===== src/rtl/controle_tranca_pkg.sv =====
// rtl/controle_tranca_pkg.sv - shared types and widths for the latch controller
package tranca_pkg;

    localparam int TIMER_W  = 8;
    localparam int FALHAS_W = 4;

    typedef enum logic [1:0] {
        FECHADO  = 2'd0,
        ABERTO   = 2'd1,
        BLOQUEIO = 2'd2
    } estado_t;

endpackage


===== src/rtl/controle_tranca_if.sv =====
// rtl/controle_tranca_if.sv - attempt/relock inputs and latch status outputs
interface controle_tranca_if;
    import tranca_pkg::*;

    logic                aberto;
    logic                tentar;
    logic                fechar;
    logic                trava_liberada;
    logic                bloqueado;
    logic [FALHAS_W-1:0] falhas;
    logic                alarme;

    modport master (
        output aberto, tentar, fechar,
        input  trava_liberada, bloqueado, falhas, alarme
    );

    modport slave (
        input  aberto, tentar, fechar,
        output trava_liberada, bloqueado, falhas, alarme
    );
endinterface


===== src/rtl/controle_tranca_contador.sv =====
// rtl/controle_tranca_contador.sv - loadable down-counter shared by open and lockout timers
module contador_regressivo
    import tranca_pkg::*;
(
    input  logic               clk,
    input  logic               rst_n,
    input  logic               load,
    input  logic [TIMER_W-1:0] load_val,
    input  logic               en,
    output logic               zero
);

    logic [TIMER_W-1:0] count_q;
    logic [TIMER_W-1:0] count_d;

    // load has priority so a state entry always restarts the timer cleanly
    always_comb begin
        count_d = count_q;
        if (load) begin
            count_d = load_val;
        end else if (en && (count_q != '0)) begin
            count_d = count_q - 1'b1;
        end
    end

    always_ff @(posedge clk or negedge rst_n) begin
        if (!rst_n) begin
            count_q <= '0;
        end else begin
            count_q <= count_d;
        end
    end

    assign zero = (count_q == '0);

endmodule


===== src/rtl/controle_tranca.sv =====
// rtl/controle_tranca.sv - timed latch release with failure counting and lockout
module controle_tranca
    import tranca_pkg::*;
#(
    parameter int OPEN_CYCLES    = 8,
    parameter int MAX_FAIL       = 3,
    parameter int LOCKOUT_CYCLES = 16
) (
    input  logic                     clk,
    input  logic                     rst_n,
    controle_tranca_if.slave         bus
);

    localparam logic [TIMER_W-1:0]  OPEN_LOAD = TIMER_W'(OPEN_CYCLES - 1);
    localparam logic [TIMER_W-1:0]  LOCK_LOAD = TIMER_W'(LOCKOUT_CYCLES - 1);
    localparam logic [FALHAS_W:0]   FAIL_LIM  = (FALHAS_W + 1)'(MAX_FAIL);

    estado_t             state_q, state_d;
    logic [FALHAS_W-1:0] falhas_q, falhas_d;
    logic                alarme_q, alarme_d;
    logic                trava_q, trava_d;
    logic                bloq_q, bloq_d;

    logic               tmr_load;
    logic [TIMER_W-1:0] tmr_val;
    logic               tmr_en;
    logic               tmr_zero;
    logic [FALHAS_W:0]  falhas_inc;

    contador_regressivo u_timer (
        .clk      (clk),
        .rst_n    (rst_n),
        .load     (tmr_load),
        .load_val (tmr_val),
        .en       (tmr_en),
        .zero     (tmr_zero)
    );

    assign falhas_inc = {1'b0, falhas_q} + 1'b1;

    always_comb begin
        state_d  = state_q;
        falhas_d = falhas_q;
        alarme_d = 1'b0;
        tmr_load = 1'b0;
        tmr_val  = '0;
        tmr_en   = 1'b0;

        case (state_q)
            FECHADO: begin
                // tentar takes precedence; fechar is meaningless while closed
                if (bus.tentar) begin
                    if (bus.aberto) begin
                        state_d  = ABERTO;
                        falhas_d = '0;
                        tmr_load = 1'b1;
                        tmr_val  = OPEN_LOAD;
                    end else if (falhas_inc >= FAIL_LIM) begin
                        state_d  = BLOQUEIO;
                        falhas_d = FALHAS_W'(MAX_FAIL);
                        alarme_d = 1'b1;
                        tmr_load = 1'b1;
                        tmr_val  = LOCK_LOAD;
                    end else begin
                        falhas_d = falhas_inc[FALHAS_W-1:0];
                    end
                end
            end
            ABERTO: begin
                if (bus.fechar || tmr_zero) begin
                    state_d = FECHADO;
                end else begin
                    tmr_en = 1'b1;
                end
            end
            BLOQUEIO: begin
                if (tmr_zero) begin
                    state_d  = FECHADO;
                    falhas_d = '0;
                end else begin
                    tmr_en = 1'b1;
                end
            end
            default: begin
                state_d  = FECHADO;
                falhas_d = '0;
            end
        endcase

        // decode from next state so the status flags are registered alongside it
        trava_d = (state_d == ABERTO);
        bloq_d  = (state_d == BLOQUEIO);
    end

    always_ff @(posedge clk or negedge rst_n) begin
        if (!rst_n) begin
            state_q  <= FECHADO;
            falhas_q <= '0;
            alarme_q <= 1'b0;
            trava_q  <= 1'b0;
            bloq_q   <= 1'b0;
        end else begin
            state_q  <= state_d;
            falhas_q <= falhas_d;
            alarme_q <= alarme_d;
            trava_q  <= trava_d;
            bloq_q   <= bloq_d;
        end
    end

    assign bus.trava_liberada = trava_q;
    assign bus.bloqueado      = bloq_q;
    assign bus.falhas         = falhas_q;
    assign bus.alarme         = alarme_q;

endmodule


===== src/flat_wrapper.sv =====
// flat-port wrapper written by rule: the top's interface ports become plain ports
module controle_tranca_flat import tranca_pkg::*;
#(
    parameter int OPEN_CYCLES    = 8,
    parameter int MAX_FAIL       = 3,
    parameter int LOCKOUT_CYCLES = 16
)
  (clk, rst_n, bus_aberto, bus_tentar, bus_fechar, bus_trava_liberada, bus_bloqueado, bus_falhas, bus_alarme);
  controle_tranca_if bus_i ();
  input  logic clk;
  input  logic rst_n;
  input wire logic [$bits(bus_i.aberto)-1:0] bus_aberto;
  input wire logic [$bits(bus_i.tentar)-1:0] bus_tentar;
  input wire logic [$bits(bus_i.fechar)-1:0] bus_fechar;
  output wire logic [$bits(bus_i.trava_liberada)-1:0] bus_trava_liberada;
  output wire logic [$bits(bus_i.bloqueado)-1:0] bus_bloqueado;
  output wire logic [$bits(bus_i.falhas)-1:0] bus_falhas;
  output wire logic [$bits(bus_i.alarme)-1:0] bus_alarme;
  assign bus_i.aberto = bus_aberto;
  assign bus_i.tentar = bus_tentar;
  assign bus_i.fechar = bus_fechar;
  assign bus_trava_liberada = bus_i.trava_liberada;
  assign bus_bloqueado = bus_i.bloqueado;
  assign bus_falhas = bus_i.falhas;
  assign bus_alarme = bus_i.alarme;
  controle_tranca #(.OPEN_CYCLES(OPEN_CYCLES), .MAX_FAIL(MAX_FAIL), .LOCKOUT_CYCLES(LOCKOUT_CYCLES)) u_core (.clk(clk), .rst_n(rst_n), .bus(bus_i));
endmodule

===== config.mk =====
export PLATFORM = sky130hd
export DESIGN_NAME = controle_tranca_flat
export DESIGN_NICKNAME = d
export VERILOG_FILES = /design/src/rtl/controle_tranca_pkg.sv /design/src/rtl/controle_tranca_if.sv /design/src/rtl/controle_tranca_contador.sv /design/src/rtl/controle_tranca.sv /design/src/flat_wrapper.sv
export SDC_FILE = /design/constraint.sdc
export NUM_CORES = 1
export LEC_CHECK = 0
export BUFFER_PORTS_ARGS = -buffer_cell sky130_fd_sc_hd__buf_2
export CAP_MARGIN = 20
export CORE_MARGIN = 1.5
export CORE_UTILIZATION = 50
export DETAILED_ROUTE_END_ITERATION = 12
export PLACE_DENSITY = 0.7
export SYNTH_ARGS = -nofsm -noshare
export SYNTH_HDL_FRONTEND = slang
export SYNTH_SLANG_ARGS = --single-unit

===== constraint.sdc =====
create_clock -name clk -period 3.86 [get_ports clk]
set_input_delay 0.965 -clock clk [delete_from_list [all_inputs] [get_ports clk]]
set_output_delay 0.965 -clock clk [all_outputs]
set_load 0.005 [all_outputs]

Word-level counts from Yosys, hierarchy flattened
Cells that the tools add are included.
{"block": "classes", "eq_ne": 6, "mux": 27, "add_sub_neg": 2, "reduce_logical": 7, "magnitude_cmp": 1, "n_bitwise": 1}
{"op": "8-bit 2-to-1 mux", "n": 5}
{"op": "4-bit 2-to-1 mux", "n": 5}
{"op": "4-bit one-hot mux with 3 select lines", "n": 1}
{"op": "2-bit 2-to-1 mux", "n": 5}
{"op": "1-bit 2-to-1 mux", "n": 9}
{"op": "8-bit zero test", "n": 1}
{"op": "8-bit nonzero test", "n": 1}
{"op": "8-bit by 1-bit subtractor with 8-bit output (second input constant)", "n": 1}
{"op": "2-bit one-hot mux with 3 select lines", "n": 1}
{"op": "4-bit by 1-bit adder with 5-bit output (second input constant)", "n": 1}
{"op": "5-bit by 2-bit >= comparator with 1-bit output (second input constant)", "n": 1}
{"op": "2-bit by 1-bit == test with 1-bit output (second input constant)", "n": 2}
{"op": "2-bit == test (second input constant)", "n": 2}
{"op": "3-bit AND reduction", "n": 1}
{"op": "2-bit zero test", "n": 1}
{"op": "2-bit by 1-bit != test with 1-bit output (second input constant)", "n": 1}
{"op": "2-bit != test (second input constant)", "n": 1}
{"op": "1-bit one-hot mux with 2 select lines", "n": 1}
{"op": "2-bit nonzero test", "n": 1}
{"op": "1-bit logical AND", "n": 1}
{"op": "1-bit logical OR", "n": 1}
{"op": "1-bit NOT", "n": 1}
{"block": "word_totals", "inputBits": 5, "output_inout_bits": 7, "wordCells": 50, "regBits": 17}

Logic depth before layout (Yosys ltp)
Gate-level depths: netlist of run 1.
{"block": "depth", "word_depth": 7, "depth_mapped": 7, "ltp_nobuf": 7}

Modules after synthesis
From an unflattened synthesis of run 1, not the netlist that was laid out.
{"block": "hier_totals", "cells_unflattened": 124, "hier_area_um2": 1116.1}
{"module": "contador_regressivo", "cells_each": 68, "area_each_um2": 575.6, "seq_area_each_um2": 200.2, "instances": 1}
{"module": "controle_tranca", "cells_each": 56, "area_each_um2": 540.5, "seq_area_each_um2": 225.2, "instances": 1}

Worst setup path before layout of run 1
No wires, ideal clock.
{"block": "synth_path", "kind": "reg2reg", "startpoint": "register u_core.u_timer.count_q[3]", "endpoint": "register u_core.falhas_q[1], in the netlist u_core.bus.falhas[1]", "n_path_buf": 0, "required_ps": 3737, "arrival_ps": 1922, "path_stages_with_launch": 6, "slack_ps": 1815, "setup_time_ps": 123, "synth_period_minus_slack_ps": 2045, "cell_sequence": "dfrtp_1 or4_4 or4b_4 a21oi_4 a21boi_2 o2bb2ai_1"}
{"block": "synth_via", "elab_chain_len": 3}
{"element": "from (decl)", "line_no": "controle_tranca_contador.sv:13", "rtl": "logic [TIMER_W-1:0] count_q;"}
{"element": "from (signal assigned)", "line_no": "controle_tranca_contador.sv:30", "rtl": "count_q <= count_d;"}
{"element": "8-bit zero test", "line_no": "controle_tranca_contador.sv:34", "rtl": "assign zero = (count_q == '0);"}
{"element": "2-bit by 1-bit != test with 1-bit output (no line)"}
{"element": "3-bit AND reduction (no line)"}
{"element": "to (signal assigned)", "line_no": "controle_tranca.sv:104", "rtl": "falhas_q <= falhas_d;"}
{"element": "to (decl)", "line_no": "controle_tranca.sv:19", "rtl": "logic [FALHAS_W-1:0] falhas_q, falhas_d;"}
Every way passes these cells.
A chain may end at the register's enable or synchronous reset.

Worst setup path in the final report of run 1
{"block": "layout_path", "startpoint": "register u_core.u_timer.count_q[3]", "endpoint": "register u_core.trava_q, in the netlist u_core.bus.trava_liberada"}
{"block": "layout_via", "elab_chain_len": 5, "word_cells_on_any_way": 6, "cone_classes": "eq/ne: 1; mux: 3; reduce/logical: 2"}
{"element": "8-bit zero test *", "line_no": "controle_tranca_contador.sv:34"}
{"element": "1-bit logical OR", "line_no": "controle_tranca.sv:70", "rtl": "if (bus.fechar || tmr_zero) begin"}
{"element": "2-bit 2-to-1 mux", "line_no": "controle_tranca.sv:70"}
{"element": "2-bit one-hot mux with 3 select lines *", "line_no": "controle_tranca.sv:49", "rtl": "case (state_q)"}
{"element": "2-bit by 1-bit == test with 1-bit output *", "line_no": "controle_tranca.sv:91", "rtl": "trava_d = (state_d == ABERTO);"}
{"element": "net u_core.trava_d", "line_no": "controle_tranca.sv:21", "rtl": "logic trava_q, trava_d;"}
{"element": "to (signal assigned)", "line_no": "controle_tranca.sv:106", "rtl": "trava_q <= trava_d;"}
{"element": "to (decl)", "line_no": "controle_tranca.sv:21"}
The timed path passes the listed nets; every way through them passes the cells marked *.

==> results_dict.tcl, run 1 <==
set metrics [dict create \
    status "finished, final reports clean" \
    fin_setup_tns_ns 0 \
    p_sw_frac 0.404 \
    intPower_mw 0.394 \
    grt_max_degree 18 \
    synth-async-reset-ratio 1.00 \
    clock_path_buffers 2 \
    fin_util 0.618 \
    syn_inst 96 \
    antenna_found_initial 0 \
    syn_avg_cell_area_um2 10.2 \
    cts.sinks 17 \
    final_area_um2 1100 \
    hold_viol_final 0 \
    rr_worst_depth 5 \
    cts_made_buffers 3 \
    drive_gt1_frac 0.179 \
    maxCapViolations 0 \
    remaining_drc_errors 0 \
    worstPathRequired_ns 4.08 \
    path_max_fanout 8 \
    startpoint_type "register" \
    p_leak_nw 0.512 \
    clkPwrFrac 0.145 \
    synthesis.area_um2 983 \
    dpl_cell_area_um2 1070 \
    antenna_cells 0 \
    cts_tree "yes" \
    synth_largest_area_cell "dfrtp_1" \
    rows 15 \
    synthTopCellsByArea "dfrtp_1 (43%), ha_1 (10%), xnor2_1 (6.2%)" \
    ys.flop_type "dfrtp_1" \
    groute.usage.overall 0.202 \
    gp_congestion 0.745 \
    synth_top_area_share 0.433 \
    rsz0062_at_grt "no" \
    min_period_ns 2.15 \
    num_vias 748 \
    first_global_vias 725 \
    cts_resized 0 \
    path_clk_slew_ns 0.09 \
    firstDrtPassIters 4 \
    drt_iter0_markers 9 \
    yosysWarnings 0 \
    pre_cts_ws_ns 1.45 \
    die_h_um 47.4 \
    ys_ff_latch 17 \
    cp.arrival_ns 2.37 \
    postRouteAntennaNets 0 \
    p_per_area_nw_per_um2 600 \
    switchingPower_mw 0.267 \
    finalNetCount 126 \
    start_util 0.552 \
    worst_slack_ns 1.71 \
    maxSlewHeadroom 0.708 \
    dieArea_um2 2240 \
    irDropWorstVdd_mv 0.441 \
    clock.fmax_mhz 466 \
    finalSetupViolCount 0 \
    p_seq_frac 0.381 \
    hold_class "register to register" \
    core-area_um2 1780 \
    die_width_um 47.4 \
    io_buffers 11 \
    via_per_inst 5.46 \
    root_buffer "clkbuf_4" \
    rr_endpoint "u_core.bus.trava_liberada" \
    worst-r2r-setup-slack_ns 1.71 \
    ios 12 \
    post_cts_buffers 0 \
    cp-endpoint "u_core.bus.trava_liberada" \
    cts_hold_buf 0 \
    h-tree-depth 1 \
    rr_startpoint "u_core.u_timer.count_q[3]" \
    slew_viol_final 0 \
    path_class "register to register" \
    synth_edf_count 0 \
    synth_cell_types 33 \
    fin_skew_ns 0.00569 \
    grt_pass1_wl_um 3060 \
    clock_latency_ns 0.30 \
    crit_start "u_core.u_timer.count_q[3]" \
    area_growth_pct 12.0 \
    dp_hpwl_um 1370 \
    fin_crit_sh 0.556 \
    wl_per_cell_um 13.2 \
    wl_um 1800 \
    p_comb_frac 0.474 \
    seq_area_frac_synth 0.433 \
    finalPower_mw 0.661 \
    worstMarginPinSlew_ns 0.437 \
    syn_nets 109 \
    grt_overflow 0 \
    cp-end-kind "register" \
]
==> worst min path at each step <==
stage                         startpoint                   endpoint  cells after the start
4_1_cts        u_core.u_timer.count_q[1]  u_core.u_timer.count_q[1]                      2
6_report       u_core.u_timer.count_q[1]  u_core.u_timer.count_q[1]                      2
2_1_floorplan  u_core.u_timer.count_q[1]  u_core.u_timer.count_q[1]                      2
3_3_place_gp   u_core.u_timer.count_q[1]  u_core.u_timer.count_q[1]                      2
3_5_place_dp   u_core.u_timer.count_q[1]  u_core.u_timer.count_q[1]                      2
5_1_grt        u_core.u_timer.count_q[1]  u_core.u_timer.count_q[1]                      2
==> layer usage <==
layer / vias to the layer above / wire length (um) / part of all wire / global-route usage
met4: 0 / 26 / 0.014 / 0.100
met2: 16 / 821 / 0.46 / 0.319
li1: 376 / - / - / -
met3: 3 / 53 / 0.029 / 0.0423
met5: - / 0 / 0 / 0
met1: 353 / 902 / 0.50 / 0.261
==> cells by family after synthesis <==
family / synth area share
flip-flops: 0.433
XOR/XNOR: 0.0623
AND/OR/NAND/NOR: 0.216
AO/OA/AOI/OAI: 0.146
adder cells (fa/ha/maj): 0.102
buffers and inverters: 0.0305
multiplexers: 0.0102
==> cells in the final DEF (no fill, tap or decap), types with 2 or more instances in the layout <==
cell type,synthesis,routed
dfrtp_1,17,17
nor2_1,11,11
buf_2,0,11
inv_1,8,8
ha_1,8,8
xnor2_1,7,7
nand2_1,5,5
a21oi_1,3,3
nor2b_1,3,3
nor4_1,3,3
o21ai_0,3,3
nor3_1,3,3
clkbuf_4,0,3
nand3_1,2,2
nor3b_1,2,2
o211ai_1,2,2
==> Yosys cell counts, types with 2 or more instances <==
cell type  instances
dfrtp_1           17
nor2_1            11
ha_1               8
inv_1              8
xnor2_1            7
nand2_1            5
a21oi_1            3
nor2b_1            3
nor3_1             3
nor4_1             3
o21ai_0            3
nand3_1            2
nor3b_1            2
o211ai_1           2
==> state kept, by name (all words and copies together) (netlist names) <==
register                   flops
u_core.bus.alarme              1
u_core.bus.bloqueado           1
u_core.bus.falhas              4
u_core.bus.trava_liberada      1
u_core.state_q                 2
u_core.u_timer.count_q         8
==> through the flow <==
stage / hold WS (ns) / instances
5_1_grt: 0.557 / 137
3_3_place_gp: 0.491 / 132
3_5_place_dp: 0.520 / 132
4_1_cts: 0.540 / 136
6_report: 0.533 / 137
2_1_floorplan: 0.477 / 96
==> power groups by stage <==
stage	registers [mW]	logic, mW	clock network, mW
final	0.251	0.313	0.0958
after global routing	0.258	0.354	0.105
after CTS	0.252	0.310	0.0970
after detailed placement	0.256	0.307	0
after global placement	0.252	0.301	0
after floorplan	0.251	0.232	0
==> area by class of cell <==
type	count	area [um^2]
clock buffer	4	26.3
fill	153	682
inverter	8	30.0
multi-input combinational	71	528
sequential	17	425
tap	25	31.3
timing repair buffer	12	60.1
==> worst max-delay path, stage by stage (launching register included) <==
cell	delay, ns
dfrtp_1	0.42
or4_4	0.58
nor4b_4	0.42
o21ai_0	0.17
a2bb2oi_1	0.27
nor3b_1	0.21
(Power assumes the default switching activity.)
==> inputs of run 2 (changes only) <==
--- a/config.mk
+++ b/config.mk
@@ -10,7 +10,7 @@
 export CORE_MARGIN = 1.5
 export CORE_UTILIZATION = 50
 export DETAILED_ROUTE_END_ITERATION = 12
-export PLACE_DENSITY = 0.7
+export PLACE_DENSITY = 0.73
 export SYNTH_ARGS = -nofsm -noshare
 export SYNTH_HDL_FRONTEND = slang
 export SYNTH_SLANG_ARGS = --single-unit
==> constraint.sdc (replaced) <==
create_clock -name clk -period 1.78 [get_ports clk]
set_input_delay 0.445 -clock clk [delete_from_list [all_inputs] [get_ports clk]]
set_output_delay 0.445 -clock clk [all_outputs]
set_load 0.005 [all_outputs]
==> results_dict.tcl, run 2 (synthesis results as in run 1) <==
set metrics [dict create \
    status "finished with violations" \
    violations "negative setup slack" \
    rr_endpoint "u_core.bus.falhas[1]" \
    irDropWorstVdd_mv 1.02 \
    worstPathRequired_ns 1.96 \
    fin_cells 152 \
    crit_start "u_core.u_timer.count_q[5]" \
    top_register "u_core.u_timer.count_q" \
    path_max_fanout 3 \
    dpl_cell_area_um2 1190 \
    final_area_um2 1250 \
    via_per_inst 5.36 \
    clock.fmax_mhz 489 \
    pre_cts_ws_ns -0.219 \
    firstDrtPassIters 4 \
    final_common_cell "dfrtp_1" \
    startpoint_type "register" \
    rsz0062_at_grt "yes" \
    finalPower_mw 1.67 \
    grt_overflow 0 \
    die_h_um 47.4 \
    p_per_area_nw_per_um2 1340 \
    dieArea_um2 2240 \
    clock_path_buffers 2 \
    fin_setup_tns_ns -3.07 \
    rr_startpoint "u_core.u_timer.count_q[5]" \
    p_leak_nw 0.601 \
    largest_reg_flops 8 \
    finalSetupViolCount 16 \
    worst-r2r-setup-slack_ns -0.27 \
    rr_worst_depth 5 \
    groute.usage.overall 0.231 \
    slew_viol_final 0 \
    hold_ws_ns 0.0565 \
    maxSlewHeadroom 0.746 \
    start_util 0.552 \
    path_class "register to register" \
    core-area_um2 1780 \
    fin_crit_sh 1.15 \
    wl_um 2240 \
    clock_latency_ns 0.30 \
    io_buffers 11 \
    remaining_drc_errors 0 \
    cp.arrival_ns 2.23 \
    finalNetCount 141 \
    gp_congestion 0.795 \
    fin_skew_ns 0.00649 \
    hold_class "input pin to asynchronous set/reset pin" \
    antenna_cells 0 \
    cts_tree "yes" \
    postRouteAntennaNets 0 \
    cp-endpoint "u_core.bus.falhas[1]" \
    fin_util 0.699 \
    wl_per_cell_um 14.8 \
    cts_hold_buf 0 \
    grt_max_degree 18 \
    die_width_um 47.4 \
    ios 12 \
    first_global_vias 797 \
    area_growth_pct 26.7 \
    drive_gt1_frac 0.307 \
    placed_cells 146 \
    rows 15 \
    h-tree-depth 1 \
    path_clk_slew_ns 0.09 \
    hold_viol_final 0 \
    worst_slack_ns -0.266 \
    final_cell_mix "dfrtp_1 (17), buf_4 (16), nor2_1 (11), buf_2 (11)" \
    drt_iter0_markers 7 \
    grt_pass1_wl_um 3530 \
    cts_made_buffers 3 \
    num_vias 815 \
    dp_hpwl_um 1680 \
    maxCapViolations 0 \
    antenna_found_initial 0 \
    root_buffer "clkbuf_4" \
    worstMarginPinSlew_ns 0.382 \
    min_period_ns 2.05 \
    cts.sinks 17 \
    cp-end-kind "register" \
]
==> run 2: routing by layer <==
| layer | global-route usage | part of all wire | up-vias | wire (um) |
|---|---|---|---|---|
| li1 | - | - | 406 | - |
| met1 | 0.273 | 0.44 | 391 | 979 |
| met2 | 0.403 | 0.51 | 12 | 1150 |
| met3 | 0.0615 | 0.032 | 6 | 71 |
| met4 | 0.0778 | 0.019 | 0 | 43 |
| met5 | 0 | 0 | - | 0 |
==> run 2: report_power, final <==
part	switching (mW)	total (mW)	internal, mW	leakage (nW)
clock	0.114	0.201	0.0874	0.0150
sequential	0.0543	0.530	0.475	0.218
combinational	0.481	0.938	0.457	0.368
total	0.649	1.67	1.02	0.601
==> run 2: critical path: stages (launching register included) <==
cell       delay (ns)
dfrtp_1          0.39
or4_4            0.54
or4b_4           0.52
a21oi_4          0.18
a21boi_4         0.22
o2bb2ai_1        0.08
==> run 2: repair_timing <==
item | in CTS | in global routing
resized for setup | 1 | 1
buffers inserted | 2 | 0
endpoints found under the setup margin | 16 | 16
pin swaps | 6 | 1
==> run 2: how the worst min path moves through the flow <==
stage                      from  cells after the start                         to
final                     rst_n                      1  u_core.u_timer.count_q[4]
after global routing      rst_n                      1  u_core.bus.trava_liberada
after CTS                 rst_n                      1       u_core.bus.bloqueado
after detailed placement  rst_n                      1       u_core.bus.bloqueado
after global placement    rst_n                      1       u_core.bus.falhas[2]
after floorplan           rst_n                      0          u_core.bus.alarme
==> run 2: cell type report <==
cell class / instances / area (um^2)
clock buffer: 4 / 26.3
tap: 25 / 31.3
inverter: 8 / 30.0
sequential: 17 / 425
multi-input combinational: 71 / 558
timing repair buffer: 27 / 175
fill: 142 / 537
